$ cat config.mk
export PLATFORM = sky130hd
export DESIGN_NAME = div_arbiter
export DESIGN_NICKNAME = d
export VERILOG_FILES = /design/src/rtl/div_arb_pkg.sv /design/src/rtl/rr_arbiter.sv /design/src/rtl/div_arbiter.sv
export SDC_FILE = /design/constraint.sdc
export NUM_CORES = 1
export LEC_CHECK = 0
export BUFFER_PORTS_ARGS = -buffer_cell sky130_fd_sc_hd__buf_2
export CORE_AREA = 2 2 180 182
export CTS_CLUSTER_SIZE = 30
export DETAILED_ROUTE_END_ITERATION = 10
export DIE_AREA = 0 0 182 184
export GPL_TIMING_DRIVEN = 0
export PLACE_DENSITY = 0.64
export SLEW_MARGIN = 20
export SYNTH_ARGS = -nofsm -noshare
export SYNTH_HDL_FRONTEND = slang
export SYNTH_SLANG_ARGS = --single-unit
$ cat constraint.sdc
create_clock -name clk -period 4.3 [get_ports clk]
set_clock_uncertainty 0.2 [all_clocks]
set_input_delay 1.075 -clock clk [delete_from_list [all_inputs] [get_ports clk]]
set_output_delay 1.075 -clock clk [all_outputs]
set_load 0.02 [all_outputs]
$ cat src/rtl/div_arb_pkg.sv
// Shared encodings for the divider arbiter: FSM states, error codes and
// divide-by-zero saturation patterns (MSB-aligned, sliced to width by users).
package div_arb_pkg;

   localparam int unsigned ST_W = 2;
   localparam logic [ST_W-1:0] ST_IDLE  = 2'd0;
   localparam logic [ST_W-1:0] ST_ISSUE = 2'd1;
   localparam logic [ST_W-1:0] ST_WAIT  = 2'd2;
   localparam logic [ST_W-1:0] ST_RESP  = 2'd3;

   localparam int unsigned ERR_W = 2;
   localparam logic [ERR_W-1:0] ERR_OK   = 2'b00;
   localparam logic [ERR_W-1:0] ERR_DIV0 = 2'b01;
   localparam logic [ERR_W-1:0] ERR_TMO  = 2'b10;

   // Take the top N bits to get the saturated quotient for any N <= 64
   localparam int unsigned SAT_W = 64;
   localparam logic [SAT_W-1:0] SAT_POS = 64'h7FFF_FFFF_FFFF_FFFF;
   localparam logic [SAT_W-1:0] SAT_NEG = 64'h8000_0000_0000_0000;

endpackage

$ cat src/rtl/rr_arbiter.sv
// Combinational round-robin pick: first set req bit searching upward from
// last_grant+1, wrapping modulo NREQ.
module rr_arbiter #(
   parameter int unsigned NREQ = 4,
   parameter int unsigned IW   = $clog2(NREQ)
) (
   input  logic [NREQ-1:0] req,
   input  logic [IW-1:0]   last_grant,
   output logic [NREQ-1:0] grant_c,
   output logic [IW-1:0]   grant_idx_c
);

   int unsigned idx;
   logic        found;

   always_comb begin
      grant_c     = '0;
      grant_idx_c = '0;
      found       = 1'b0;
      idx         = 0;
      for (int unsigned k = 1; k <= NREQ; k++) begin
         idx = (32'(last_grant) + k) % NREQ;
         if (!found && req[IW'(idx)]) begin
            found                = 1'b1;
            grant_c[IW'(idx)]    = 1'b1;
            grant_idx_c          = IW'(idx);
         end
      end
   end

endmodule

$ cat src/rtl/div_arbiter.sv
// Shares one iterative divider between NREQ requesters: round-robin grant,
// divide-by-zero interception before issue, and a watchdog on the wait.
module div_arbiter
   import div_arb_pkg::*;
#(
   parameter int unsigned NREQ    = 4,
   parameter int unsigned N       = 32,
   parameter int unsigned M       = 32,
   parameter int unsigned TIMEOUT = 64
) (
   input  logic              clk,
   input  logic              rst_n,
   input  logic [NREQ-1:0]   req,
   input  logic [NREQ*N-1:0] req_dividend,
   input  logic [NREQ*M-1:0] req_divisor,
   output logic [NREQ-1:0]   ack,
   output logic [NREQ-1:0]   rsp_valid,
   output logic [N-1:0]      rsp_merchant,
   output logic [M-1:0]      rsp_remainder,
   output logic [1:0]        rsp_err,
   output logic              busy,
   output logic              div_data_rdy,
   output logic [N-1:0]      div_dividend,
   output logic [M-1:0]      div_divisor,
   input  logic              div_res_rdy,
   input  logic [N-1:0]      div_merchant,
   input  logic [M-1:0]      div_remainder
);

   localparam int unsigned     IW       = $clog2(NREQ);
   localparam int unsigned     WW       = $clog2(TIMEOUT);
   localparam logic [WW-1:0]   WD_LAST  = WW'(TIMEOUT - 1);
   localparam logic [N-1:0]    DIV0_POS = SAT_POS[SAT_W-1 -: N];
   localparam logic [N-1:0]    DIV0_NEG = SAT_NEG[SAT_W-1 -: N];
   localparam logic [NREQ-1:0] ONE_HOT0 = NREQ'(1);

   logic [ST_W-1:0]  state_q, state_d;
   logic [IW-1:0]    last_grant_q, last_grant_d;
   logic [WW-1:0]    wd_q, wd_d;
   logic [NREQ-1:0]  ack_q, ack_d, rsp_valid_q, rsp_valid_d;
   logic [N-1:0]     merchant_q, merchant_d, dividend_q, dividend_d;
   logic [M-1:0]     remainder_q, remainder_d, divisor_q, divisor_d;
   logic [ERR_W-1:0] err_q, err_d;
   logic             busy_q, busy_d, data_rdy_q, data_rdy_d;

   logic [NREQ-1:0]  grant_c;
   logic [IW-1:0]    grant_idx_c;
   logic [N-1:0]     dvd_arr [NREQ];
   logic [M-1:0]     dvs_arr [NREQ];
   logic [N-1:0]     sel_dvd_c;
   logic [M-1:0]     sel_dvs_c;

   for (genvar i = 0; i < NREQ; i++) begin : g_slice
      assign dvd_arr[i] = req_dividend[i*N +: N];
      assign dvs_arr[i] = req_divisor[i*M +: M];
   end

   assign sel_dvd_c = dvd_arr[grant_idx_c];
   assign sel_dvs_c = dvs_arr[grant_idx_c];

   rr_arbiter #(.NREQ(NREQ), .IW(IW)) u_rr (
      .req         (req),
      .last_grant  (last_grant_q),
      .grant_c     (grant_c),
      .grant_idx_c (grant_idx_c)
   );

   // Next-state and registered-output logic; last_grant doubles as the owner index
   always_comb begin
      state_d      = state_q;
      last_grant_d = last_grant_q;
      wd_d         = wd_q;
      dividend_d   = dividend_q;
      divisor_d    = divisor_q;
      merchant_d   = merchant_q;
      remainder_d  = remainder_q;
      err_d        = err_q;
      ack_d        = '0;
      rsp_valid_d  = '0;
      data_rdy_d   = 1'b0;
      case (state_q)
         ST_IDLE: begin
            if (|req) begin
               ack_d        = grant_c;
               last_grant_d = grant_idx_c;
               dividend_d   = sel_dvd_c;
               divisor_d    = sel_dvs_c;
               if (sel_dvs_c == '0) begin
                  state_d     = ST_RESP;
                  err_d       = ERR_DIV0;
                  merchant_d  = sel_dvd_c[N-1] ? DIV0_NEG : DIV0_POS;
                  remainder_d = M'($signed(sel_dvd_c));
               end else begin
                  state_d    = ST_ISSUE;
                  data_rdy_d = 1'b1;
               end
            end
         end
         ST_ISSUE: begin
            wd_d    = '0;
            state_d = ST_WAIT;
         end
         ST_WAIT: begin
            if (div_res_rdy) begin
               merchant_d  = div_merchant;
               remainder_d = div_remainder;
               err_d       = ERR_OK;
               rsp_valid_d = ONE_HOT0 << last_grant_q;
               state_d     = ST_RESP;
            end else if (wd_q == WD_LAST) begin
               merchant_d  = '0;
               remainder_d = '0;
               err_d       = ERR_TMO;
               rsp_valid_d = ONE_HOT0 << last_grant_q;
               state_d     = ST_RESP;
            end else begin
               wd_d = wd_q + WW'(1);
            end
         end
         ST_RESP: begin
            // Divide-by-zero enters RESP with ack still high, so it emits one cycle later
            if (rsp_valid_q != '0) begin
               state_d = ST_IDLE;
            end else begin
               rsp_valid_d = ONE_HOT0 << last_grant_q;
            end
         end
         default: state_d = ST_IDLE;
      endcase
      busy_d = (state_d != ST_IDLE);
   end

   always_ff @(posedge clk or negedge rst_n) begin
      if (!rst_n) begin
         state_q      <= ST_IDLE;
         last_grant_q <= IW'(NREQ - 1);
         wd_q         <= '0;
         dividend_q   <= '0;
         divisor_q    <= '0;
         merchant_q   <= '0;
         remainder_q  <= '0;
         err_q        <= ERR_OK;
         ack_q        <= '0;
         rsp_valid_q  <= '0;
         data_rdy_q   <= 1'b0;
         busy_q       <= 1'b0;
      end else begin
         state_q      <= state_d;
         last_grant_q <= last_grant_d;
         wd_q         <= wd_d;
         dividend_q   <= dividend_d;
         divisor_q    <= divisor_d;
         merchant_q   <= merchant_d;
         remainder_q  <= remainder_d;
         err_q        <= err_d;
         ack_q        <= ack_d;
         rsp_valid_q  <= rsp_valid_d;
         data_rdy_q   <= data_rdy_d;
         busy_q       <= busy_d;
      end
   end

   assign ack           = ack_q;
   assign rsp_valid     = rsp_valid_q;
   assign rsp_merchant  = merchant_q;
   assign rsp_remainder = remainder_q;
   assign rsp_err       = err_q;
   assign busy          = busy_q;
   assign div_data_rdy  = data_rdy_q;
   assign div_dividend  = dividend_q;
   assign div_divisor   = divisor_q;

endmodule

# Yosys cells after proc, flatten, opt, wreduce, memory -nomap -nowiden
# Index checks and enable logic that the tools add are counted.
word_totals:
  register_bits: 150
  in_bits: 327
  out_inout_bits: 140
  word_cells: 126
op_classes:
  addsub: 5
  n_lt_le_gt_ge: 9
  n_eq_ne: 9
  shifts: 1
  muxes: 66
  bitwise: 4
  reduce_logical: 20
op_table:
  columns: ["operator", "n"]
  rows:
  - ["$mux W32", 12]
  - ["$bmux W32 S2", 2]
  - ["$pmux W32 S2", 2]
  - ["$mux W4", 9]
  - ["$logic_not A32 Y1", 1]
  - ["$mux W2", 13]
  - ["$mux W1", 14]
  - ["$lt A2 B3 Y1 const B", 4]
  - ["$mux W6", 2]
  - ["$or A4 B4 Y4", 3]
  - ["$pmux W6 S2", 1]
  - ["$bmux W1 S2", 4]
  - ["$demux W1 S2", 4]
  - ["$ge A2 B1 Y1 const B", 4]
  - ["$ne A2 B2 Y1 const B", 4]
  - ["$pmux W2 S4", 1]
  - ["$pmux W4 S2", 1]
  - ["$logic_and A1 B1 Y1", 7]
  - ["$add A6 B1 Y6 const B", 1]
  - ["$eq A6 B6 Y1 const B", 1]
  - ["$reduce_bool A2 Y1", 3]
  - ["$add A2 B1 Y2 const B", 2]
  - ["$add A2 B2 Y2 const B", 2]
  - ["$eq A2 B2 Y1 const B", 2]
  - ["13 further kinds", 15]

# Longest topological paths before layout
logic_depth:
  ltp_word: 22
  mapped_depth: 17

# Cells and area by module
# From an unflattened synthesis, not the netlist that was laid out.
unflattened:
  cells_unflattened: 833
  hier_area_um2: 8704.6
by_module_without_submodules:
  columns: ["module", "n_inst", "cells_per_inst", "area_each_um2", "seq_area_each_um2"]
  rows:
  - ["div_arbiter", 1, 774, 8214.1, 3756.1]
  - ["rr_arbiter", 1, 59, 490.5, 0.0]

# Worst setup path before layout
# OpenSTA, ideal clock, no wires.
synth_path:
  path_type: "flip-flop to flip-flop"
  startpoint: "register last_grant_q[0]"
  endpoint: "register remainder_q[25], in the netlist rsp_remainder[25]"
  setup_ns: 0.128
  arrival_ns: 4.018
  t_required_ns: 3.972
  slack_ns: -0.045
  stages_incl_launch_ff: 17
  n_path_buf: 5
  period_less_slack_ns: 4.345
  path_cell_list: "dfstp_2 -> buf_2 -> buf_1 -> inv_1 -> ha_1 -> mux4_2 -> buf_2 -> or2_2 -> a21oi_1 -> a211oi_4 -> mux2i_1 -> mux2_2 -> nor4_4 -> o2bb2ai_2 -> buf_6 -> buf_6 -> mux2_1"
synth_via:
  elab_chain_cells: 20
  word_cells_on_any_way: 38
  classes_between: "add/sub: 4; eq/ne: 1; mux: 24; bitwise: 1; reduce/logical: 8"
synth_lines:
  columns: ["item", "line_no", "text"]
  rows:
  - ["start, declared", "div_arbiter.sv:38", "logic [IW-1:0] last_grant_q, last_grant_d;"]
  - ["start signal, assigned", "div_arbiter.sv:136", "last_grant_q <= IW'(NREQ - 1);"]
  - ["start signal, assigned", "div_arbiter.sv:149", "last_grant_q <= last_grant_d;"]
  - ["$add A2 B1 Y2", "rr_arbiter.sv:22", "idx = (32'(last_grant) + k) % NREQ;"]
  - ["$bmux W1 S2", "rr_arbiter.sv:23", "if (!found && req[IW'(idx)]) begin"]
  - ["$mux W1 (not written as such)", "rr_arbiter.sv:23", null]
  - ["$mux W1", "rr_arbiter.sv:23", null]
  - ["$logic_not A1 Y1", "rr_arbiter.sv:23", null]
  - ["$logic_and A1 B1 Y1", "rr_arbiter.sv:23", null]
  - ["$mux W1", "rr_arbiter.sv:23", null]
  - ["$logic_not A1 Y1", "rr_arbiter.sv:23", null]
  - ["(+3 left out)", null, null]
  - ["$logic_and A1 B1 Y1", "rr_arbiter.sv:23", null]
  - ["$mux W2 *", "rr_arbiter.sv:23", null]
  - ["$not A2 Y3 (not written as such) *", "div_arbiter.sv:58, div_arbiter.sv:59", null]
  - ["$bmux W32 S2, on equally long branches", "div_arbiter.sv:59, div_arbiter.sv:58", null]
  - ["$mux W32, on equally long branches (2 in series)", "div_arbiter.sv:59, div_arbiter.sv:58", null]
  - ["$logic_not A32 Y1 or $mux W32 (tied branches)", "div_arbiter.sv:88", "if (sel_dvs_c == '0) begin"]
  - ["$ne A2 B2 Y1 (no source line) or $mux W32 (tied branches)", null, null]
  - ["$reduce_and A4 Y1 (no source line) or $pmux W32 S2 (tied branches)", null, null]
  - ["end signal, assigned", "div_arbiter.sv:154", "remainder_q <= remainder_d;"]
  - ["end, declared", "div_arbiter.sv:42", "logic [M-1:0] remainder_q, remainder_d, divisor_q, divisor_d;"]
# Mark *: on every way between the ends. The rest lies on a longest branch, timed or not. The select of a mux whose other input is x is not followed.
# A chain may end at the register's enable or synchronous reset.

# Worst setup path after layout
layout_path:
  startpoint: "input req[2]"
  endpoint: "register remainder_q[25], in the netlist rsp_remainder[25]"
layout_via:
  elab_chain_cells: 19
  word_cells_on_any_way: 36
  classes_between: "eq/ne: 2; mux: 24; bitwise: 1; reduce/logical: 9"
layout_lines:
  columns: ["item", "line_no", "text"]
  rows:
  - ["start, declared", "div_arbiter.sv:13", "input logic [NREQ-1:0] req,"]
  - ["$bmux W1 S2", "rr_arbiter.sv:23", null]
  - ["$mux W1 (not written as such)", "rr_arbiter.sv:23", null]
  - ["$mux W1", "rr_arbiter.sv:23", null]
  - ["$logic_not A1 Y1", "rr_arbiter.sv:23", null]
  - ["$logic_and A1 B1 Y1", "rr_arbiter.sv:23", null]
  - ["$mux W1", "rr_arbiter.sv:23", null]
  - ["$logic_not A1 Y1", "rr_arbiter.sv:23", null]
  - ["$logic_and A1 B1 Y1", "rr_arbiter.sv:23", null]
  - ["(+2 left out)", null, null]
  - ["$logic_and A1 B1 Y1", "rr_arbiter.sv:23", null]
  - ["$mux W2", "rr_arbiter.sv:23", null]
  - ["$not A2 Y3 (not written as such)", "div_arbiter.sv:58, div_arbiter.sv:59", null]
  - ["$bmux W32 S2, on equally long branches", "div_arbiter.sv:59, div_arbiter.sv:58", null]
  - ["$mux W32, on equally long branches (2 in series)", "div_arbiter.sv:59, div_arbiter.sv:58", null]
  - ["$logic_not A32 Y1 or $mux W32 (tied branches)", "div_arbiter.sv:88", null]
  - ["$ne A2 B2 Y1 (no source line) or $mux W32 (tied branches)", null, null]
  - ["$reduce_and A4 Y1 (no source line) or $pmux W32 S2 (tied branches)", null, null]
# Several ways; a longest one is shown, not always the timed one. The select of a mux whose other input is x is not followed.

==> flow_summary_export.csv <==
group,metric,value,unit
run_status,outcome,"finished, final reports clean",
drt,num_vias,10200,
pwr,pwr_density_cell,976,nW/um^2
finish,most_common_cell_after_layout_fill_and_taps_aside,"sky130_fd_sc_hd__buf_2",
finish,finalNetCount,1956,
drt,finalWirelength,42.0,mm
timing,min_period,4.23,ns
finish,layout.cells.most_common_list,"sky130_fd_sc_hd__buf_2 (471), sky130_fd_sc_hd__nand2_1 (365), sky130_fd_sc_hd__dfrtp_1 (148)",
critical_path,worst_path_class_setup,"in -> reg",
synth,post_synth_inst_count,1119,
finish,area.sequential,3760,sq um
clock_tree,cts_tree,"yes",
timing,hold_viol_final,0,
synth,synth-seq-cells,150,
global_routing,antenna_found_initial,2,
critical_path,regToRegStartpoint,"last_grant_q[0]",
placed_design,placedCellCount,1987,
synth,mappedNetlistArea,9230,sq um
floorplanning,top_level_ports,467,
timing,layout_worst_path_cycle_share,98.3,%
global_routing,grt_pass1_vias,10300,
synth,number_of_flops_mapped_to_enable_cells_by_yosys,0,
global_routing,met2_track_demand_over_resource,45.5,%
timing,setup-tns-final,0,ns
timing,pin_slew_with_the_least_headroom_to_its_limit,0.884,ns
critical_path,worstSetupEndpointType,"flip-flop",
min_path,hp-class,"reg -> reg",
finish,final_core_utilization,41.4,%
timing,timing.final.max_slew_violations,0,
placed_design,place.gp.congestion,0.950,
clock_tree,htree_levels,4,
placed_design,place_area,12100,sq um
drt,routed_via_density,5.01,
drt,firstDrtPassIters,5,
clock_tree,postCtsHoldBufs,0,
finish,final_layout_fill_cell_count,3293,
timing,f_max,237,MHz
global_routing,grt_max_degree,92,
floorplanning,coreArea,31400,sq um
synth,synth-seq-area-share,40.7,%
critical_path,critPathMostFrequentCell,"sky130_fd_sc_hd__buf_6",
finish,flow.area_growth_from_synthesis,41.0,%
global_routing,grt_busiest_layer,"met2",
clock_tree,clk_root_buffer_cell,"sky130_fd_sc_hd__clkbuf_16",
synth,ys_dominant_reg_cell,"sky130_fd_sc_hd__dfrtp_1",
clock_tree,cts.reportedPaths.clkPinSlew,0.07,ns
clock_tree,ctsLongestPathBuffers,2,
finish,finish.cell_count_without_fillers,2039,
synth,post_synth_num_cell_types,46,
drt,post-route-drc-count,0,
global_routing,use_met1,28.2,%
finish,total_area_of_multi_input_combinational_cells,5000,sq um
clock_tree,number_of_buffers_inserted_during_clock_tree_synthesis,17,
finish,fin_area,13000,sq um
placed_design,port_buffers,465,
synth,synth_top_area_cell,"sky130_fd_sc_hd__dfrtp_1",
synth,top_cells_by_area_synth,"sky130_fd_sc_hd__dfrtp_1 (40%), sky130_fd_sc_hd__nand2_1 (15%), sky130_fd_sc_hd__mux2i_1 (12%)",
critical_path,cp-start-kind,"input port",
floorplanning,row_count,65,
global_routing,global_route.overflow_total,0,
critical_path,crit_chain,"clkbuf_1 -> or3b_1 -> a32oi_2 -> nor2_2 -> a211oi_4 -> buf_6 -> mux2i_1 -> mux2_4 -> nor4_4 -> o2bb2ai_2 -> buf_6 -> buf_12 -> mux2_1",
floorplanning,initial_utilization,29.4,%
placed_design,place_hpwl,33.4,mm
floorplanning,die_width,182,microns
global_routing,globalRouteTotalUtil,24.5,%
synth,asyncSetResetFlopFracSynth,100,%
timing,slew-limit-headroom,41.1,%
floorplanning,die_height,184,microns
timing,setup_viol,0,
floorplanning,fp.dieArea,33500,sq um
pwr,p_leak,6.79,nW
critical_path,max_stage_delay,0.42,ns
synth,synth_warnings,0,
min_path,worst_hold_startpoint,"div_dividend[19]",
global_routing,global_route_wire_length_before_repair,61.6,mm
drt,route.detailed.wl_per_inst,20.6,microns
job,max_cap_viol_count,0,
critical_path,critPathArrivalTime,4.33,ns
critical_path,timing.critical_path.from,"req[2]",
drt,drtAntennaViolNets,0,
clock_tree,insertion_delay,0.42,ns
critical_path,worst-endpoint-required,4.40,ns
clock_tree,tritoncts_num_sinks,150,
synth,syn_avg_cell_area,8.24,sq um
synth,mappedNetlistNets,1454,
finish,post_route_cells_drive_above_1_share,35.4,%
pwr,maximum_vdd_drop,0.594,mV
critical_path,timing.critical_path.fanout_max,10,
global_routing,globalRouteMet3Util,4.26,%
pwr,power,12.7,mW
critical_path,crit_slowest_cell,"sky130_fd_sc_hd__or3b_1",
synth,synth_top_area_share,40.1,%
drt,first_iter_violations,610,
-- synthesized netlist by cell type, types with 2 or more instances --
library cell,number
sky130_fd_sc_hd__nand2_1,365
sky130_fd_sc_hd__dfrtp_1,148
sky130_fd_sc_hd__mux2i_1,106
sky130_fd_sc_hd__o21ai_0,72
sky130_fd_sc_hd__nand3_1,66
sky130_fd_sc_hd__clkbuf_1,63
sky130_fd_sc_hd__a21oi_1,41
sky130_fd_sc_hd__inv_1,38
sky130_fd_sc_hd__o221ai_1,31
sky130_fd_sc_hd__nor4_1,29
sky130_fd_sc_hd__mux2_1,24
sky130_fd_sc_hd__nor2_1,23
sky130_fd_sc_hd__mux2_2,13
sky130_fd_sc_hd__nor3_1,11
sky130_fd_sc_hd__buf_2,9
sky130_fd_sc_hd__ha_1,8
sky130_fd_sc_hd__and2_1,6
sky130_fd_sc_hd__buf_1,6
sky130_fd_sc_hd__buf_6,6
sky130_fd_sc_hd__a221oi_1,4
sky130_fd_sc_hd__a22oi_1,4
sky130_fd_sc_hd__mux4_2,4
sky130_fd_sc_hd__nand2b_1,4
sky130_fd_sc_hd__nand4_1,4
sky130_fd_sc_hd__or4_1,4
sky130_fd_sc_hd__or2_2,3
sky130_fd_sc_hd__a31oi_1,2
sky130_fd_sc_hd__a32oi_1,2
sky130_fd_sc_hd__and3_1,2
sky130_fd_sc_hd__dfstp_2,2
sky130_fd_sc_hd__nor2b_1,2
sky130_fd_sc_hd__nor3b_1,2
sky130_fd_sc_hd__or3b_1,2
-- power breakdown --
group | total, mW | switching [mW] | internal, mW | leakage (nW)
Combinational | 8.67 | 5.54 | 3.13 | 4.64
Clock | 1.58 | 0.693 | 0.883 | 0.298
Sequential | 2.45 | 0.356 | 2.09 | 1.85
Total | 12.7 | 6.59 | 6.11 | 6.79
-- logic make-up after synthesis --
| group | after synthesis | synth area share (%) |
|---|---|---|
| AOI/OAI and AO/OA | 165 | 11.1 |
| adders and majority gates | 8 | 1.09 |
| buffers and inverters | 123 | 5.66 |
| DFF | 150 | 40.7 |
| muxes | 147 | 17.0 |
| and+or+nand+nor | 526 | 24.4 |
-- what timing repair did --
action                                  4_1_cts  5_1_grt
buffers inserted                             10       10
cloned                                        0        1
pin swaps                                     3        4
resized for setup                            23       21
endpoints found under the setup margin      132       72
-- worst max-delay path: cells and delay by family --
family,cells,cell delay (ns)
compound gates,3,0.84
buf+inv,4,0.81
mux,3,0.71
simple gates,3,0.88
-- metal layers --
| layer | routed length, microns | up-vias |
|---|---|---|
| met5 | 0 | - |
| met4 | 1190 | 0 |
| met3 | 2510 | 60 |
| met2 | 21600 | 487 |
| met1 | 16700 | 4806 |
| li1 | - | 4862 |
-- cell type report --
cell class | count | share of cell area [%]
clock buffers | 17 | 3.27
clock inverters | 15 | 1.41
multi-input cells | 846 | 38.4
plain buffers | 81 | 3.34
well taps | 402 | 3.87
repair buffers | 487 | 19.7
flip-flops and latches | 150 | 28.9
diodes | 3 | 0.0577
inverters | 38 | 1.10
-- state kept, by name, summed over array words and instances (netlist names), 2 cells and up --
signal         flops
div_divisor       32
wd_q               6
rsp_merchant      32
last_grant_q       2
div_dividend      32
state_q            2
rsp_valid          4
ack                4
rsp_err            2
rsp_remainder     32
-- final timing paths --
path / end / slack [ns] / cells past startpoint
min in group asynchronous: div_divisor[5] / 0.35 / 1
max: rsp_remainder[25] / 0.07 / 13
min: div_dividend[19] / 0.26 / 2
min reg2reg: div_dividend[19] / 0.26 / 2
max reg2reg: rsp_remainder[25] / 0.18 / 14
max in group asynchronous: rsp_remainder[14] / 2.68 / 2
-- metrics by stage --
stage | hold slack (ns) | setup WS (ns)
6_report | 0.262 | 0.0730
5_1_grt | 0.288 | -0.0405
2_1_floorplan | 0.296 | 0.000164
4_1_cts | 0.268 | 0.00302
3_3_place_gp | 0.248 | -0.915
3_5_place_dp | 0.253 | -1.06
Note: power is estimated with default switching activity, not from simulation.
